==> src/rtl/ct_piu_stub_pkg.sv <==
// ----------------------------------------------------------------------------
// ct_piu_stub_pkg
//   Shared definitions for the PIU-less snoop-response stub: default bus
//   geometry, the response entry layout and the occupancy-counter width helper.
// ----------------------------------------------------------------------------
package ct_piu_stub_pkg;

  localparam int PIU_AC_WIDTH   = 55;
  localparam int PIU_AC_SID_LSB = 5;
  localparam int PIU_SID_W      = 5;
  localparam int PIU_CR_WIDTH   = 10;
  localparam int PIU_RESP_W     = PIU_CR_WIDTH - PIU_SID_W;

  // Head latency timer width; covers RSP_LAT values 0..15.
  localparam int LAT_W = 4;

  // One queued response as it appears on the CR bus: SID in the upper bits.
  typedef struct packed {
    logic [PIU_SID_W-1:0]  sid;
    logic [PIU_RESP_W-1:0] resp;
  } cr_entry_t;

  // Width needed to hold an occupancy count of 0..depth inclusive.
  function automatic int cnt_w(input int depth);
    return $clog2(depth + 1);
  endfunction

endpackage

==> src/rtl/ct_piu_snp_rsp_chan.sv <==
// ----------------------------------------------------------------------------
// ct_piu_snp_rsp_chan
//   One snoop channel: a DEPTH-entry FIFO of {sid, resp} entries, its
//   occupancy counter and the head latency timer that paces cr_req.
//
// Ports
//   clk, rst      : clock, synchronous active-high reset
//   acvalid       : snoop request valid
//   sid           : SID field already extracted from the AC bus
//   cfg_cr_resp   : response code captured alongside the SID on push
//   ac_grant      : snoop accepted this cycle (combinational)
//   cr_req        : head entry is presented on cr_bus
//   cr_bus        : head entry while cr_req, else zero
//   cr_grant      : response consumed (ignored while cr_req is low)
//   cnt           : current occupancy
// ----------------------------------------------------------------------------
module ct_piu_snp_rsp_chan
  import ct_piu_stub_pkg::*;
#(
  parameter int  DEPTH    = 4,
  parameter int  SID_W    = PIU_SID_W,
  parameter int  CR_WIDTH = PIU_CR_WIDTH,
  parameter int  RSP_LAT  = 0,
  localparam int CNT_W    = cnt_w(DEPTH),
  localparam int RESP_W   = CR_WIDTH - SID_W
) (
  input  logic                clk,
  input  logic                rst,
  input  logic                acvalid,
  input  logic [SID_W-1:0]    sid,
  input  logic [RESP_W-1:0]   cfg_cr_resp,
  output logic                ac_grant,
  output logic                cr_req,
  output logic [CR_WIDTH-1:0] cr_bus,
  input  logic                cr_grant,
  output logic [CNT_W-1:0]    cnt
);

  localparam int                PTR_W    = (DEPTH > 1) ? $clog2(DEPTH) : 1;
  localparam logic [PTR_W-1:0]  LAST_PTR = PTR_W'(DEPTH - 1);
  localparam logic [CNT_W-1:0]  FULL_CNT = CNT_W'(DEPTH);
  localparam logic [LAT_W-1:0]  LAT      = LAT_W'(RSP_LAT);

  logic [CR_WIDTH-1:0] mem [DEPTH];
  logic [PTR_W-1:0]    wr_ptr;
  logic [PTR_W-1:0]    rd_ptr;
  logic [LAT_W-1:0]    timer;
  logic                push;
  logic                pop;

  // Explicit wrap so non-power-of-2 depths never index past the last slot.
  function automatic logic [PTR_W-1:0] ptr_inc(input logic [PTR_W-1:0] p);
    return (p == LAST_PTR) ? '0 : p + PTR_W'(1);
  endfunction

  // Grant looks only at the registered count: a pop in the same cycle does
  // not open a slot until the next cycle.
  assign ac_grant = acvalid && (cnt < FULL_CNT);
  assign push     = ac_grant;

  // Timer holds at zero while empty and restarts on every pop, so it measures
  // cycles since the current head became head.
  assign cr_req   = (cnt != '0) && (timer == LAT);
  assign pop      = cr_req && cr_grant;
  assign cr_bus   = cr_req ? mem[rd_ptr] : '0;

  // NOTE: sequential state uses non-blocking assignments so every register
  // samples pre-edge values regardless of statement order.
  always_ff @(posedge clk) begin : state_reg
    if (rst) begin
      wr_ptr <= '0;
      rd_ptr <= '0;
      cnt    <= '0;
      timer  <= '0;
    end else begin
      if (push) wr_ptr <= ptr_inc(wr_ptr);
      if (pop)  rd_ptr <= ptr_inc(rd_ptr);

      case ({push, pop})
        2'b10:   cnt <= cnt + CNT_W'(1);
        2'b01:   cnt <= cnt - CNT_W'(1);
        default: cnt <= cnt;
      endcase

      if (pop || (cnt == '0)) begin
        timer <= '0;
      end else if (timer != LAT) begin
        timer <= timer + LAT_W'(1);
      end
    end
  end

  // NOTE: entry storage has no reset; slots are only read once the count
  // says they were written, so clearing them would only cost flops.
  always_ff @(posedge clk) begin : storage
    if (push) mem[wr_ptr] <= {sid, cfg_cr_resp};
  end

  a_no_pop_empty: assert property (@(posedge clk) disable iff (rst)
    !(pop && (cnt == '0)));
  a_no_push_full: assert property (@(posedge clk) disable iff (rst)
    !(push && (cnt == FULL_CNT)));
  a_cnt_range:    assert property (@(posedge clk) disable iff (rst)
    cnt <= FULL_CNT);

endmodule

==> src/rtl/ct_piu_snp_rsp_stub.sv <==
// ----------------------------------------------------------------------------
// ct_piu_snp_rsp_stub
//   Snoop-response stub for PIU-less configurations. Each of NUM_CH snoop
//   sources gets an independent queue that answers every accepted snoop with
//   a clean response {sid, cfg_cr_resp} after RSP_LAT head-wait cycles.
//
// Ports
//   forever_cpuclk   : clock
//   cpurst           : synchronous active-high reset
//   xx_piu_acvalid   : per-channel snoop valid
//   xx_piu_acbus     : snoop buses, channel i at [i*AC_WIDTH +: AC_WIDTH]
//   piu_xx_ac_grant  : per-channel snoop accepted this cycle
//   piu_xx_cr_req    : per-channel response valid
//   piu_xx_cr_bus    : response buses, channel i at [i*CR_WIDTH +: CR_WIDTH]
//   xx_piu_cr_grant  : per-channel response consumed
//   cfg_cr_resp      : response code, captured per snoop at acceptance
//   piu_xx_pend_cnt  : per-channel occupancy
//   piu_xx_no_op     : registered, all channels empty
// ----------------------------------------------------------------------------
module ct_piu_snp_rsp_stub
  import ct_piu_stub_pkg::*;
#(
  parameter int NUM_CH   = 3,
  parameter int DEPTH    = 4,
  parameter int AC_WIDTH = PIU_AC_WIDTH,
  parameter int SID_LSB  = PIU_AC_SID_LSB,
  parameter int SID_W    = PIU_SID_W,
  parameter int CR_WIDTH = PIU_CR_WIDTH,
  parameter int RSP_LAT  = 0
) (
  input  logic                                forever_cpuclk,
  input  logic                                cpurst,
  input  logic [NUM_CH-1:0]                   xx_piu_acvalid,
  input  logic [NUM_CH*AC_WIDTH-1:0]          xx_piu_acbus,
  output logic [NUM_CH-1:0]                   piu_xx_ac_grant,
  output logic [NUM_CH-1:0]                   piu_xx_cr_req,
  output logic [NUM_CH*CR_WIDTH-1:0]          piu_xx_cr_bus,
  input  logic [NUM_CH-1:0]                   xx_piu_cr_grant,
  input  logic [CR_WIDTH-SID_W-1:0]           cfg_cr_resp,
  output logic [NUM_CH*cnt_w(DEPTH)-1:0]      piu_xx_pend_cnt,
  output logic                                piu_xx_no_op
);

  localparam int CNT_W = cnt_w(DEPTH);

  logic [NUM_CH-1:0] chan_empty;

  for (genvar i = 0; i < NUM_CH; i++) begin : g_chan
    ct_piu_snp_rsp_chan #(
      .DEPTH    (DEPTH),
      .SID_W    (SID_W),
      .CR_WIDTH (CR_WIDTH),
      .RSP_LAT  (RSP_LAT)
    ) u_chan (
      .clk         (forever_cpuclk),
      .rst         (cpurst),
      .acvalid     (xx_piu_acvalid[i]),
      .sid         (xx_piu_acbus[i*AC_WIDTH + SID_LSB +: SID_W]),
      .cfg_cr_resp (cfg_cr_resp),
      .ac_grant    (piu_xx_ac_grant[i]),
      .cr_req      (piu_xx_cr_req[i]),
      .cr_bus      (piu_xx_cr_bus[i*CR_WIDTH +: CR_WIDTH]),
      .cr_grant    (xx_piu_cr_grant[i]),
      .cnt         (piu_xx_pend_cnt[i*CNT_W +: CNT_W])
    );

    assign chan_empty[i] = (piu_xx_pend_cnt[i*CNT_W +: CNT_W] == '0);
  end

  // Idle flag trails the occupancy counters by one cycle.
  always_ff @(posedge forever_cpuclk) begin : no_op_reg
    if (cpurst) piu_xx_no_op <= 1'b1;
    else        piu_xx_no_op <= &chan_empty;
  end

endmodule
==> config.mk <==
export PLATFORM = sky130hd
export DESIGN_NAME = ct_piu_snp_rsp_stub
export DESIGN_NICKNAME = d
export VERILOG_FILES = /design/src/rtl/ct_piu_stub_pkg.sv /design/src/rtl/ct_piu_snp_rsp_chan.sv /design/src/rtl/ct_piu_snp_rsp_stub.sv
export SDC_FILE = /design/constraint.sdc
export NUM_CORES = 1
export LEC_CHECK = 0
export BUFFER_PORTS_ARGS = -buffer_cell sky130_fd_sc_hd__buf_2
export CAP_MARGIN = 20
export CORE_ASPECT_RATIO = 0.8
export CORE_MARGIN = 10
export CORE_UTILIZATION = 34
export CTS_CLUSTER_SIZE = 30
export DETAILED_ROUTE_END_ITERATION = 12
export SLEW_MARGIN = 0
export SYNTH_ARGS = -nofsm -noshare
export SYNTH_HDL_FRONTEND = slang
export SYNTH_SLANG_ARGS = --single-unit
export TNS_END_PERCENT = 50
==> constraint.sdc <==
create_clock -name forever_cpuclk -period 7.4 [get_ports forever_cpuclk]
set_input_delay 1.11 -clock forever_cpuclk [delete_from_list [all_inputs] [get_ports forever_cpuclk]]
set_output_delay 1.11 -clock forever_cpuclk [all_outputs]
set_load 0.02 [all_outputs]
==> summary by stage <==
Outcome
The flow ran to the end, and the final reports show no timing, DRC or antenna violations.

Detailed routing
The total via count in the routed design is between 3000 and 4000. After detailed routing, the number of vias per cell comes to between 4 and 5. The first-pass detailed-route iteration total is 4.

The number of violations reported at the end of detailed-routing iteration 0 is between 150 and 200. The wire length reported by the detailed router is 14200 µm. The number of routed nets with antenna violations is 0. Dividing the detail-routed wire length by the instance count gives around 18 µm. The number of remaining DRC errors is 0.

Power
The total internal power is around 1.9 mW. VDD sags by at most around 0.23 mV. Summed over all nets, the switching power comes to approximately 0.94 mW. In this run the static leakage power is roughly 2.9 nW. The switching fraction of total power is 0.331. The power density over cell area is around 360 mW/mm². The sequential power share is 0.416. The share of total power in combinational logic is 0.289. The clock share of power is 0.295.

Die
The die is ~180 µm wide. The number of rows created at floorplan is 46. The area enclosed by the die boundary is approximately 0.026 mm². The top-level I/O count is 224. The floorplan die height is roughly 150 µm. The area inside the core boundary is just under 0.02 mm². The effective utilization at floorplan is 0.344.

Logic synthesis
The proportion of synthesized chip area in sequential cells is 0.649. The post-synthesis async set-or-reset flop share is 0. The synthesized netlist cell count is roughly 440. The post-synthesis cell type count is 42. During synthesis, Yosys emitted a total of 0 warnings.

A synthesized cell averages around 15 µm². The number of flip-flops and latches in the synthesized netlist is 160. Among all flip-flop cells after synthesis, the most frequent one is edfxtp_1. The synthesized design contains 120 enable-type register cells.

The net count after synthesis is roughly 650. The cell area after synthesis is 0.00679 mm².

Setup path
For the worst setup path, the data required time is 6.29 ns. The largest fanout of any net on the critical path is 15. The nature of the critical path endpoint is an output pin. The setup path with the least slack is of type reg2out. STA puts the critical path data arrival time at 2.27 ns. The startpoint kind of the worst setup timing path is a flop.

Clock tree
The register clock-pin slew on the reported worst setup and hold paths is 0.07 ns. The tree is rooted in a clkbuf_16. The clock network latency to the later pin of the worst-skew pair is ~0.43 ns. The number of CTS-inserted buffers is 17. Buffers added to address setup during post-CTS repair amount to 0. The clock net sink count is 160. The number of buffers on the longest clock path is 2. Gates resized during post-CTS repair numbered 0. The number of hold buffers added after CTS was 0.

TritonCTS built the clock tree. The H-tree was split into 4 levels.

Final layout
The final cell area excluding filler cells is roughly 0.008 mm². The ratio of cells with drive above 1 in the final layout is 0.279. The number of nets in the layout is around 710. The diode insertion count for antenna repair is 0. From synthesis to final layout, the design area changed by 16.9%.

Timing
The slew at the pin with the worst max-slew slack is ~0.92 ns. The sum of negative setup slack is 0 ns. The count of final max-slew check failures is 0. The share of the clock period used by the worst path is 0.457. The post-route worst setup slack is between 4 and 5 ns. The routed design could run at a clock period as short as approximately 3.4 ns.

Setup repair after global routing left no endpoint under its margin. The highest attainable clock frequency is just under 300 MHz. Between clock sinks in the finished design, the worst skew comes to 0.0119 ns.

The final-report hold violation count was 0. The worst slew slack as a fraction of its limit is 0.381. Setup violations remaining at the end of the flow were counted as 0.

GRT
Entering global routing, the biggest net connects 34 pins. Across every metal layer, demand over resource in global routing totals 0.112. The number of antenna violations at the first check in global routing was 0.

The residual overflow from global routing is 0. The first global-routing pass estimated 22000 µm of wire. The number of global-route vias before repair came to 4043.

Placed design
Routability-driven placement finished with a final weighted congestion of 0.731. The number of port buffers is between 70 and 80. The placement-stage cell area is 0.00736 mm². Prior to clock tree synthesis, the placed netlist has a worst setup slack of approximately 4.3 ns.

The HPWL after detailed placement is between 9000 and 10000 µm.

Run
The max-capacitance violation count is 0.

Worst hold path
The class of the tightest hold or removal check is reg2reg.
==> through the flow <==
stage	utilization	total power, mW	std cells	hold WS (ns)
final	0.402	2.86	787	0.500
after global routing	0.402	3.02	787	0.529
after CTS	0.402	2.90	787	0.509
after detailed placement	0.373	2.05	755	0.495
after global placement	0.373	2.03	755	0.479
after floorplan	-	1.80	443	0.466
==> sequential cells by signal (all words and copies together), names as in the netlist, named ones only <==
name / cells
g_chan.u_chan.timer: 12
piu_xx_no_op: 1
g_chan.u_chan.mem: 120
g_chan.u_chan.wr_ptr: 6
g_chan.u_chan.rd_ptr: 6
g_chan.u_chan.cnt: 9
==> power groups by stage <==
| stage | Sequential (mW) | Combinational, mW | Clock (mW) |
|---|---|---|---|
| 2_1_floorplan | 1.16 | 0.631 | 0 |
| 3_3_place_gp | 1.20 | 0.826 | 0 |
| 6_report | 1.19 | 0.826 | 0.844 |
| 4_1_cts | 1.19 | 0.847 | 0.864 |
| 3_5_place_dp | 1.21 | 0.843 | 0 |
| 5_1_grt | 1.21 | 0.906 | 0.903 |
==> path summary, 6_finish.rpt <==
| kind | startpoint | end | slack (ns) | depth (start not counted) |
|---|---|---|---|---|
| max | g_chan[2].u_chan.timer[0] | piu_xx_cr_bus[21] | 4.02 | 5 |
| min | g_chan[1].u_chan.rd_ptr[0] | flop | 0.50 | 2 |
| max reg2reg | g_chan[2].u_chan.timer[0] | g_chan[2].u_chan.cnt[2] | 4.85 | 10 |
| min reg2reg | g_chan[1].u_chan.rd_ptr[0] | flop | 0.50 | 2 |
==> cells by family (layout without fill, tap and decap cells) <==
group,Yosys count,in the layout,share of synthesized area
DFF,160,160,0.649
and+or+nand+nor,127,127,0.112
buffers and inverters,54,134,0.0347
muxes,37,37,0.110
AOI/OAI and AO/OA,29,29,0.0293
adders and majority gates,26,26,0.0513
xor gates and xnor gates,10,10,0.0129
==> cell usage in the layout, fill, tap and decap left out, types with 17 or more instances in the layout <==
master / Yosys / layout
edfxtp_1: 120 / 120
buf_2: 8 / 73
dfxtp_1: 40 / 40
mux4_2: 30 / 30
and3_1: 30 / 30
inv_1: 26 / 26
ha_1: 23 / 23
nor2_1: 19 / 19
a21oi_1: 17 / 17
clkbuf_16: 0 / 17
==> critical path, cell delays in order, from the launching register on <==
cell,delay (ns)
dfxtp_1,0.34
inv_1,0.09
ha_1,0.16
nor3b_2,0.75
and3_1,0.33
buf_2,0.18
==> per-layer routing <==
metal  part of all wire  global-route usage  vias up  wire [µm]
met3              0.054              0.0451       26        771
met4              0.020              0.0416        0        291
met5                  0                   0        -          0
met2               0.49               0.180       84       6990
li1                   -                   -     1799          -
met1               0.43               0.132     1966       6160
==> synth_stat cells (3+ instances only) <==
cell type  count  area share
edfxtp_1     120        0.53
dfxtp_1       40        0.12
and3_1        30       0.028
mux4_2        30        0.10
inv_1         26       0.014
ha_1          23       0.042
nor2_1        19       0.011
a21oi_1       17       0.013
clkbuf_1      13      0.0072
and2_1        12       0.011
nand3_1       12      0.0089
nand2_1       11      0.0061
buf_2          8      0.0059
nor3_1         8      0.0059
xor2_1         7      0.0090
buf_4          6      0.0066
mux2i_1        5      0.0074
nand4_1        5      0.0046
or3_1          5      0.0046
nand2b_1       4      0.0037
nor2b_1        4      0.0037
fa_1           3      0.0089
nand4b_1       3      0.0039
nor3_2         3      0.0044
o31ai_1        3      0.0033
xnor2_1        3      0.0039
==> area by class of cell <==
class / count / area [µm²]
clock inverter: 14 / 140
fill: 1827 / 11800
clock buffer: 18 / 429
multi-input combinational: 229 / 2150
inverter: 27 / 101
timing repair buffer: 75 / 380
tap: 264 / 330
sequential: 160 / 4400
(Power assumes the default switching activity.)
